--- config.mk ---
export PLATFORM = sky130hd
export DESIGN_NAME = sha256_job_arbiter
export DESIGN_NICKNAME = d
export VERILOG_FILES = /design/src/rtl/sha256_job_arbiter_pkg.sv /design/src/rtl/sha256_job_arbiter_rr_arbiter.sv /design/src/rtl/sha256_job_arbiter.sv
export SDC_FILE = /design/constraint.sdc
export NUM_CORES = 1
export LEC_CHECK = 0
export BUFFER_PORTS_ARGS = -buffer_cell sky130_fd_sc_hd__buf_2
export CORE_AREA = 2 2 94 96
export CTS_BUF_LIST = sky130_fd_sc_hd__clkbuf_16
export DETAILED_ROUTE_END_ITERATION = 8
export DIE_AREA = 0 0 96 98
export PLACE_DENSITY = 0.82
export SETUP_SLACK_MARGIN = 0.15
export SLEW_MARGIN = 40
export SYNTH_ARGS = -nofsm -noshare
export SYNTH_HDL_FRONTEND = slang
export SYNTH_SLANG_ARGS = --single-unit
--- constraint.sdc ---
create_clock -name clk -period 4.3 [get_ports clk]
set_clock_uncertainty 0.1 [all_clocks]
set_input_delay 0.215 -clock clk [delete_from_list [all_inputs] [get_ports clk]]
set_output_delay 0.215 -clock clk [all_outputs]
set_load 0.02 [all_outputs]
--- src/rtl/sha256_job_arbiter_pkg.sv ---
// sha256_arb_pkg: shared types and helpers for the SHA-256 job arbiter.
//   arb_state_t : arbiter FSM states
//   ADDR_W_DEF  : default word-address width (matches the core)
//   MAX_REQ     : widest requester vector rr_pick can handle
//   rr_pick()   : round-robin pick, first set bit at or above ptr, wrapping at n
package sha256_arb_pkg;

    localparam int unsigned ADDR_W_DEF = 16;
    localparam int unsigned MAX_REQ    = 8;

    typedef enum logic [2:0] {
        S_IDLE,
        S_START,
        S_WAIT_BUSY,
        S_WAIT_DONE,
        S_FINISH
    } arb_state_t;

    // Returns a one-hot winner (all zero when req is empty). The wrap is an
    // explicit compare against n so non-power-of-two requester counts work.
    function automatic logic [MAX_REQ-1:0] rr_pick(input logic [MAX_REQ-1:0] req,
                                                   input logic [2:0]         ptr,
                                                   input int unsigned        n);
        logic [MAX_REQ-1:0] grant;
        logic               found;
        int unsigned        idx;
        grant = '0;
        found = 1'b0;
        idx   = 32'(ptr);
        for (int unsigned k = 0; k < MAX_REQ; k++) begin
            if (k < n && !found && req[idx[2:0]]) begin
                grant[idx[2:0]] = 1'b1;
                found           = 1'b1;
            end
            idx = (idx + 1 >= n) ? 0 : idx + 1;
        end
        return grant;
    endfunction

endpackage

--- src/rtl/sha256_job_arbiter_rr_arbiter.sv ---
// rr_arbiter: combinational round-robin picker.
//   req   : request vector
//   ptr   : highest-priority index for this pick
//   grant : one-hot winner
//   idx   : binary index of the winner
//   valid : a winner exists
module rr_arbiter
    import sha256_arb_pkg::*;
#(
    parameter int unsigned NUM_REQ = 4,
    parameter int unsigned IDX_W   = $clog2(NUM_REQ)
) (
    input  logic [NUM_REQ-1:0] req,
    input  logic [IDX_W-1:0]   ptr,
    output logic [NUM_REQ-1:0] grant,
    output logic [IDX_W-1:0]   idx,
    output logic               valid
);

    logic [MAX_REQ-1:0] req_ext;
    logic [MAX_REQ-1:0] pick;

    always_comb begin
        req_ext                = '0;
        req_ext[NUM_REQ-1:0]   = req;
        pick                   = rr_pick(req_ext, 3'(ptr), NUM_REQ);
        grant                  = pick[NUM_REQ-1:0];
        valid                  = |pick;
        idx                    = '0;
        for (int unsigned i = 0; i < NUM_REQ; i++) begin
            if (pick[i]) idx = IDX_W'(i);
        end
    end

endmodule

--- src/rtl/sha256_job_arbiter.sv ---
// sha256_job_arbiter: shares one simplified_sha256 core between NUM_REQ
// requesters using round-robin and sequences the core start/done handshake.
//   clk, rst (async, active-high)
//   req / req_input_addr / req_hash_addr : per-requester job posts
//   req_grant / req_done                 : one-hot 1-cycle acknowledge pulses
//   busy, cur_id                         : job status
//   core_start / core_input_addr / core_hash_addr / core_done : core side
// Build option: SHA_ARB_PRIO0_EN gives requester 0 strict priority, and the
// round-robin pointer is left untouched after serving it.
module sha256_job_arbiter
    import sha256_arb_pkg::*;
#(
    parameter int unsigned NUM_REQ = 4,
    parameter int unsigned ADDR_W  = ADDR_W_DEF
) (
    input  logic                          clk,
    input  logic                          rst,
    input  logic [NUM_REQ-1:0]            req,
    input  logic [NUM_REQ*ADDR_W-1:0]     req_input_addr,
    input  logic [NUM_REQ*ADDR_W-1:0]     req_hash_addr,
    output logic [NUM_REQ-1:0]            req_grant,
    output logic [NUM_REQ-1:0]            req_done,
    output logic                          busy,
    output logic [$clog2(NUM_REQ)-1:0]    cur_id,
    output logic                          core_start,
    output logic [ADDR_W-1:0]             core_input_addr,
    output logic [ADDR_W-1:0]             core_hash_addr,
    input  logic                          core_done
);

    localparam int unsigned IDX_W = $clog2(NUM_REQ);

    arb_state_t         state_q, state_d;
    logic [IDX_W-1:0]   rr_ptr_q, rr_ptr_d;
    logic [IDX_W-1:0]   cur_id_q, cur_id_d;
    logic [ADDR_W-1:0]  in_addr_q, in_addr_d;
    logic [ADDR_W-1:0]  hash_addr_q, hash_addr_d;
    logic [NUM_REQ-1:0] grant_q, grant_d;
    logic [NUM_REQ-1:0] done_q, done_d;
    logic               start_q, start_d;
    logic               busy_q, busy_d;

    logic [NUM_REQ-1:0] pick_grant;
    logic [IDX_W-1:0]   pick_idx;
    logic               pick_valid;
    logic [NUM_REQ-1:0] win_onehot;
    logic [IDX_W-1:0]   win_id;
    logic [ADDR_W-1:0]  win_in_addr;
    logic [ADDR_W-1:0]  win_hash_addr;

    rr_arbiter #(
        .NUM_REQ (NUM_REQ),
        .IDX_W   (IDX_W)
    ) u_rr (
        .req   (req),
        .ptr   (rr_ptr_q),
        .grant (pick_grant),
        .idx   (pick_idx),
        .valid (pick_valid)
    );

    always_comb begin
`ifdef SHA_ARB_PRIO0_EN
        if (req[0]) begin
            win_onehot = NUM_REQ'(1);
            win_id     = '0;
        end else begin
            win_onehot = pick_grant;
            win_id     = pick_idx;
        end
`else
        win_onehot = pick_grant;
        win_id     = pick_idx;
`endif
        win_in_addr   = '0;
        win_hash_addr = '0;
        for (int unsigned i = 0; i < NUM_REQ; i++) begin
            if (win_id == IDX_W'(i)) begin
                win_in_addr   = req_input_addr[i*ADDR_W +: ADDR_W];
                win_hash_addr = req_hash_addr[i*ADDR_W +: ADDR_W];
            end
        end
    end

    always_comb begin
        state_d     = state_q;
        rr_ptr_d    = rr_ptr_q;
        cur_id_d    = cur_id_q;
        in_addr_d   = in_addr_q;
        hash_addr_d = hash_addr_q;
        grant_d     = '0;
        done_d      = '0;
        start_d     = 1'b0;
        busy_d      = busy_q;
        case (state_q)
            S_IDLE: begin
                // Grant/start are registered, so they are raised on the edge
                // leaving IDLE and are visible for exactly the START cycle.
                if (core_done && pick_valid) begin
                    cur_id_d    = win_id;
                    in_addr_d   = win_in_addr;
                    hash_addr_d = win_hash_addr;
                    grant_d     = win_onehot;
                    start_d     = 1'b1;
                    busy_d      = 1'b1;
                    state_d     = S_START;
                end
            end
            S_START: state_d = S_WAIT_BUSY;
            S_WAIT_BUSY: begin
                if (!core_done) state_d = S_WAIT_DONE;
            end
            S_WAIT_DONE: begin
                if (core_done) begin
                    done_d[cur_id_q] = 1'b1;
                    busy_d           = 1'b0;
                    state_d          = S_FINISH;
                end
            end
            S_FINISH: begin
`ifdef SHA_ARB_PRIO0_EN
                if (cur_id_q != '0)
                    rr_ptr_d = (cur_id_q == IDX_W'(NUM_REQ-1)) ? '0 : cur_id_q + 1'b1;
`else
                rr_ptr_d = (cur_id_q == IDX_W'(NUM_REQ-1)) ? '0 : cur_id_q + 1'b1;
`endif
                state_d = S_IDLE;
            end
            default: state_d = S_IDLE;
        endcase
    end

    always_ff @(posedge clk or posedge rst) begin
        if (rst) begin
            state_q     <= S_IDLE;
            rr_ptr_q    <= '0;
            cur_id_q    <= '0;
            in_addr_q   <= '0;
            hash_addr_q <= '0;
            grant_q     <= '0;
            done_q      <= '0;
            start_q     <= 1'b0;
            busy_q      <= 1'b0;
        end else begin
            state_q     <= state_d;
            rr_ptr_q    <= rr_ptr_d;
            cur_id_q    <= cur_id_d;
            in_addr_q   <= in_addr_d;
            hash_addr_q <= hash_addr_d;
            grant_q     <= grant_d;
            done_q      <= done_d;
            start_q     <= start_d;
            busy_q      <= busy_d;
        end
    end

    assign req_grant       = grant_q;
    assign req_done        = done_q;
    assign busy            = busy_q;
    assign cur_id          = cur_id_q;
    assign core_start      = start_q;
    assign core_input_addr = in_addr_q;
    assign core_hash_addr  = hash_addr_q;

endmodule
# Word-level counts from Yosys, hierarchy flattened
# Cells that the tools add are included.
# op_classes
n_lt_le_gt_ge,13
bitwise,3
n_eq_ne,11
n_addsub,4
muxes,53
reduce_logical,19
# op_table
op,count
$mux W16,8
$ge A32 B3 Y1 const B,3
$add A32 B1 Y32 const B,2
$mux W32,2
$mux W8,3
$or A8 B8 Y8,3
$mux W4,5
$mux W1,17
$lt A3 B4 Y1 const B,3
$mux W3,4
$pmux W3 S4,1
$bmux W1 S3,3
$demux W1 S3,3
$ge A3 B1 Y1 const B,3
$logic_and A1 B1 Y1,9
$reduce_or A8 Y1,1
$eq A2 B2 Y1 const B,3
$eq A3 B2 Y1 const B,2
$mux W2,3
$ne A2 B2 Y1 const B,3
$reduce_and A3 Y1,2
$demux W1 S2,2
$ge A2 B1 Y1 const B,2
$lt A2 B4 Y1 const B,1
other kinds (13),15
# totals
word_cells,112
in_bits,135
ff_bits,49
out_inout_bits,44

# Longest topological paths before layout
# logic_depth
ltp_word,23
ltp_mapped,14
mapped_depth_nobuf,10

# By module
# Synthesis repeated with hierarchy kept, for this count alone.
# hier_totals
cells_unflattened,214
area_unflattened_um2,3241.9
# modules_own_cells
module,n_inst,area_each_um2,cells_each,seq_area_each_um2
sha256_job_arbiter,1,2791.4,159,1226.2
rr_arbiter,1,450.4,55,0.0

# Worst setup path before layout
# OpenSTA, ideal clock, no wires.
# synth_timing
path_kind,register to register
start,register rr_ptr_q[1]
end,register hash_addr_q[0] (netlist: core_hash_addr[0])
required_time_ns,4.075
setup_slack_ns,0.349
n_path_buf,3
setup_ns,0.125
t_arrival_ns,3.726
synth_period_minus_slack_ns,3.951
stages_incl_launch_ff,14
path_cell_list,dfrtp_1 > ha_1 > clkbuf_1 > nor2_2 > fa_1 > mux2_2 > o32a_2 > and2_1 > a21oi_1 > o21a_1 > buf_2 > buf_1 > mux2_1 > mux2_4
# synth_via
elab_chain_len,23
word_cells_on_any_way,67
classes_between,add/sub: 3; order compare: 11; eq/ne: 3; mux: 33; bitwise: 3; reduce/logical: 14
# synth_rtl
element,line,text
start: declaration,sha256_job_arbiter.sv:34,"logic [IDX_W-1:0] rr_ptr_q, rr_ptr_d;"
start signal: assignment,sha256_job_arbiter.sv:146,rr_ptr_q <= rr_ptr_d;
$add A2 B1 Y3,sha256_job_arbiter_pkg.sv:35,idx = (idx + 1 >= n) ? 0 : idx + 1;
$ge A32 B3 Y1,sha256_job_arbiter_pkg.sv:35,
$mux W32,sha256_job_arbiter_pkg.sv:35,
$add A32 B1 Y32,sha256_job_arbiter_pkg.sv:35,
$ge A32 B3 Y1,sha256_job_arbiter_pkg.sv:35,
$mux W32,sha256_job_arbiter_pkg.sv:35,
$add A32 B1 Y32,sha256_job_arbiter_pkg.sv:35,
$ge A32 B3 Y1,sha256_job_arbiter_pkg.sv:35,
(+3 left out),-,
$mux W1 (implied by the code),sha256_job_arbiter_pkg.sv:32,grant[idx[2:0]] = 1'b1;
$demux W1 S3,-,
$or A8 B8 Y8 (no line),-,
$mux W8 (*),sha256_job_arbiter_pkg.sv:31,if (k < n && !found && req[idx[2:0]]) begin
$mux W1,sha256_job_arbiter_rr_arbiter.sv:31,if (pick[i]) idx = IDX_W'(i);
$mux W2 (2 in a row),sha256_job_arbiter_rr_arbiter.sv:31,
$logic_not A2 Y1,sha256_job_arbiter.sv:78,if (win_id == IDX_W'(i)) begin
$mux W16 (4 in a row),sha256_job_arbiter.sv:78,
end signal: assignment,sha256_job_arbiter.sv:149,hash_addr_q <= hash_addr_d;
end: declaration,sha256_job_arbiter.sv:37,"logic [ADDR_W-1:0] hash_addr_q, hash_addr_d;"
# Every way passes the cells marked *; elsewhere a longest branch is shown, timed or not. The select of a mux whose other input is x is not followed.
# A chain may end at the register's enable or synchronous reset.

# Worst setup path in the final report
# layout_timing
start,register rr_ptr_q[1]
end,register in_addr_q[10] (netlist: core_input_addr[10])
# layout_via
elab_chain_len,23
word_cells_on_any_way,67
classes_between,add/sub: 3; order compare: 11; eq/ne: 3; mux: 33; bitwise: 3; reduce/logical: 14
# layout_rtl
element,line,text
$add A2 B1 Y3,sha256_job_arbiter_pkg.sv:35,
$ge A32 B3 Y1,sha256_job_arbiter_pkg.sv:35,
$mux W32,sha256_job_arbiter_pkg.sv:35,
$add A32 B1 Y32,sha256_job_arbiter_pkg.sv:35,
$ge A32 B3 Y1,sha256_job_arbiter_pkg.sv:35,
$mux W32,sha256_job_arbiter_pkg.sv:35,
$add A32 B1 Y32,sha256_job_arbiter_pkg.sv:35,
$ge A32 B3 Y1,sha256_job_arbiter_pkg.sv:35,
(+3 left out),-,
$mux W1 (implied by the code),sha256_job_arbiter_pkg.sv:32,
$demux W1 S3,-,
$or A8 B8 Y8 (no line),-,
$mux W8 (*),sha256_job_arbiter_pkg.sv:31,
$mux W1,sha256_job_arbiter_rr_arbiter.sv:31,
$mux W2 (2 in a row),sha256_job_arbiter_rr_arbiter.sv:31,
$logic_not A2 Y1,sha256_job_arbiter.sv:78,
$mux W16 (4 in a row),sha256_job_arbiter.sv:78,
end signal: assignment,sha256_job_arbiter.sv:148,in_addr_q <= in_addr_d;
end: declaration,sha256_job_arbiter.sv:36,"logic [ADDR_W-1:0] in_addr_q, in_addr_d;"
# Marks and branches as above.

==> flow_metrics.py <==
metrics = {
    "placement": {
        "place_area_um2": 5090,
        "io_buffers": 178,
        "dp_hpwl_um": 9460,
        "place_congestion": 0.880,
        "placed_cells": 678,
    },
    "clock_tree": {
        "clk_latency_ns": 0.29,
        "cts_tree": "done",
        "clk_pin_slew_ns": 0.07,
        "htreeDepth": 2,
        "cts_buffers": 5,
        "cts_sinks": 49,
        "clock_path_buffers": 2,
        "cts_root_buffer": "clkbuf_16",
    },
    "pwr": {
        "p_sw_frac": 0.474,
        "finalPower_mw": 5.06,
        "p_int_mw": 2.66,
        "switching_power_mw": 2.40,
        "p_clk_frac": 0.100,
        "powerDensity_nw_per_um2": 955,
        "leakage_nw": 2.37,
        "seq_power_share": 0.162,
        "combPwrFrac": 0.738,
        "vdd_drop_max_mv": 0.447,
    },
    "outcome": {
        "status": "completed",
    },
    "floorplanning": {
        "core_area_um2": 8470,
        "die_w_um": 96,
        "rows": 34,
        "die_h_um": 98,
        "io_pins": 179,
        "initial_utilization": 0.479,
        "die_area_um2": 9410,
    },
    "synthesis": {
        "synthAdderAreaFrac": 0.0358,
        "synth-seq-cells": 49,
        "synthTopCellsByCount": "49 x dfrtp_1, 37 x nand2_1, 36 x nand3_1",
        "synth-edff-count": 0,
        "post-synth-top-count-cell": "dfrtp_1",
        "synth_compound_area_frac": 0.249,
        "synth.area.mux_share": 0.236,
        "syn_area_per_cell_um2": 9.80,
        "ys_warn_count": 0,
        "synth-simple-area-share": 0.119,
        "synth_top_family_by_area": "compound AO/OA/AOI/OAI gates",
        "synth_area_leader_cell": "dfrtp_1",
        "synth_xor_area_frac": 0,
        "synth_fp_nets": 560,
        "netlist_area_um2": 4060,
        "ys_seq_area_frac": 0.302,
        "synth_cell_types": 45,
        "synthArstFlopShare": 1.00,
        "synth_top_area_share": 0.302,
        "synth_cells": 414,
        "synthFlopType": "dfrtp_1",
        "synth_top_cells_by_area": "dfrtp_1 30%, mux2_4 10%, mux2_1 8.6%",
    },
    "cells_and_area": {
        "drive_above_1_share": 0.454,
        "stdcell_count": 687,
        "n_antenna_cell": 0,
        "final.fill_count": 731,
        "area_growth_pct": 30.5,
        "post-route-util": 0.626,
        "final_cell_area_um2": 5300,
        "nets": 724,
    },
    "hold_path": {
        "hold_class": "primary input to flop",
        "worstHoldStart": "core_done",
        "min_path_cells": 3,
        "holdPathEnd": "state_q[0]$_DFFE_PP0P_",
    },
    "critical_path": {
        "cpMaxStageDelayCell": "fa_1",
        "arrival_ns": 4.01,
        "crit_path_max_incr_delay_ns": 0.54,
        "cp-start-kind": "flop",
        "path_class": "flop to flop",
        "crit_fanout": 19,
        "r2r-end": "core_input_addr[10]$_DFFE_PP0P_",
        "crit_chain": "ha_1, nor2_2, fa_1, mux2_2, o32a_2, and2_1, a21oi_1, o21ai_0, o311a_2, buf_4, mux2_1",
        "required_ns": 4.37,
        "reg2reg_depth": 11,
        "crit_path_end_kind": "flop",
        "r2r-start": "rr_ptr_q[1]$_DFFE_PP0N_",
        "r2r_slack_ns": 0.36,
    },
    "grt": {
        "grt_pass1_wl_um": 21300,
        "grt-ovfl-total": 0,
        "grt_max_degree": 50,
        "grt_usage": 0.285,
        "grt_pass1_vias": 4408,
        "antenna_found_initial": 0,
    },
    "drt": {
        "drc_errors": 0,
        "finalWirelength_um": 13400,
        "drt_iter0_markers": 218,
        "drtAntennaViolNets": 0,
        "vias": 4280,
        "wl_per_cell_um": 19.5,
        "routed_via_density": 6.23,
        "dr.pass1.iters": 4,
    },
    "timing": {
        "rsz0062_at_grt": "no",
        "slew_violations": 0,
        "max_freq_mhz": 254,
        "fin_setup_tns_ns": 0,
        "relSlewSlack": 0.558,
        "hold_viol_final": 0,
        "worst_pin_slew_ns": 0.653,
        "fin_crit_sh": 0.916,
        "timing.final.crit_period_ns": 3.94,
        "setup_viol": 0,
    },
    "flow_run": {
        "max-cap-violations": 0,
    },
}
## registers in the layout, indices dropped and copies added, names as in the netlist
signal / flops
busy: 1
state_q: 3
core_hash_addr: 16
cur_id: 2
core_input_addr: 16
rr_ptr_q: 2
req_done: 4
core_start: 1
req_grant: 4
## layout by cell type (no fill, tap or decap), drive strengths merged
| master | count |
|---|---|
| fa | 1 |
| o21ai | 6 |
| and3 | 1 |
| nand3b | 1 |
| bufinv | 2 |
| o21ba | 1 |
| o31ai | 2 |
| a311oi | 2 |
| nand2b | 4 |
| nor3 | 4 |
| and2 | 6 |
| a221oi | 1 |
| dlygate4sd3 | 1 |
| a211oi | 32 |
| mux2i | 2 |
| a41oi | 32 |
| inv | 6 |
| o311ai | 1 |
| nand3 | 36 |
| a21o | 4 |
| ha | 10 |
| dfrtp | 49 |
| nand2 | 37 |
| a22oi | 2 |
| o21a | 2 |
| or4 | 1 |
| clkbuf | 5 |
| buf | 201 |
| o211ai | 33 |
| nor3b | 2 |
| nor2b | 3 |
| clkinv | 1 |
| nor2 | 6 |
| mux2 | 70 |
| o311a | 1 |
| o32a | 1 |
| a21oi | 8 |
| mux4 | 2 |
## cell families (layout without fill, tap and decap cells)
logic type	Yosys count	in the layout
AO/OA/AOI/OAI	128	128
multiplexers	74	74
AND/OR/NAND/NOR	101	101
buffers and inverters	51	216
flip-flops	49	49
adder cells (fa/ha/maj)	11	11
## power groups by stage
| stage | clock network [mW] | logic [mW] | registers [mW] |
|---|---|---|---|
| final | 0.506 | 3.74 | 0.818 |
| after global placement | 0 | 3.56 | 0.810 |
| after floorplan | 0 | 2.49 | 1.02 |
| after detailed placement | 0 | 3.71 | 0.816 |
| after global routing | 0.530 | 4.05 | 0.841 |
| after CTS | 0.515 | 3.71 | 0.816 |
## per-layer routing
layer	global-route usage	wire length [µm]	share of wire	vias to the layer above
met5	0	0	0	-
li1	-	-	-	1930
met1	0.373	5350	0.40	2069
met4	0.0923	274	0.020	0
met3	0.0502	1210	0.090	34
met2	0.474	6580	0.49	247
## cell type report
class | instances | area, µm² | area share
inverters | 6 | 25.0 | 0.00472
repair buffers | 202 | 1090 | 0.206
flip-flops and latches | 49 | 1230 | 0.232
well taps | 108 | 135 | 0.0255
multi-input cells | 314 | 2630 | 0.496
clock buffers | 5 | 125 | 0.0236
clock inverters | 3 | 65.1 | 0.0123
## repair_timing
action,CTS,global route
hold buffers,1,0
gates resized for setup,0,1
endpoints found under the hold margin,49,0
buffers inserted,0,0
setup endpoints to repair,0,24
## stage by stage
stage | hold WS [ns] | setup WS (ns)
finish | 0.137 | 0.359
global route | 0.155 | 0.204
floorplan | 0.292 | 0.349
global placement | 0.365 | 0.393
detailed placement | 0.250 | 0.307
CTS | 0.134 | 0.270
## worst max-delay path by stage
stage                             from                         endpoint  slack (ns)  cells after the start
3_5_place_dp   rr_ptr_q[1]$_DFFE_PP0N_   core_hash_addr[10]$_DFFE_PP0P_        0.31                     11
5_1_grt        rr_ptr_q[1]$_DFFE_PP0N_    core_hash_addr[6]$_DFFE_PP0P_        0.20                     11
2_1_floorplan  rr_ptr_q[1]$_DFFE_PP0N_    core_hash_addr[0]$_DFFE_PP0P_        0.35                     13
3_3_place_gp   rr_ptr_q[1]$_DFFE_PP0N_   core_hash_addr[15]$_DFFE_PP0P_        0.39                     11
4_1_cts        rr_ptr_q[1]$_DFFE_PP0N_   core_hash_addr[10]$_DFFE_PP0P_        0.27                     11
6_report       rr_ptr_q[1]$_DFFE_PP0N_  core_input_addr[10]$_DFFE_PP0P_        0.36                     11
## critical path, delay by kind of cell, from the launching register on
family / cells / cell delay [ns]
buffers and inverters: 1 / 0.26
flip-flops: 1 / 0.49
AND/OR/NAND/NOR: 2 / 0.25
adder cells (fa/ha/maj): 2 / 0.78
multiplexers: 2 / 0.71
AO/OA/AOI/OAI: 4 / 1.23
Power figures use the tool's default switching activity.
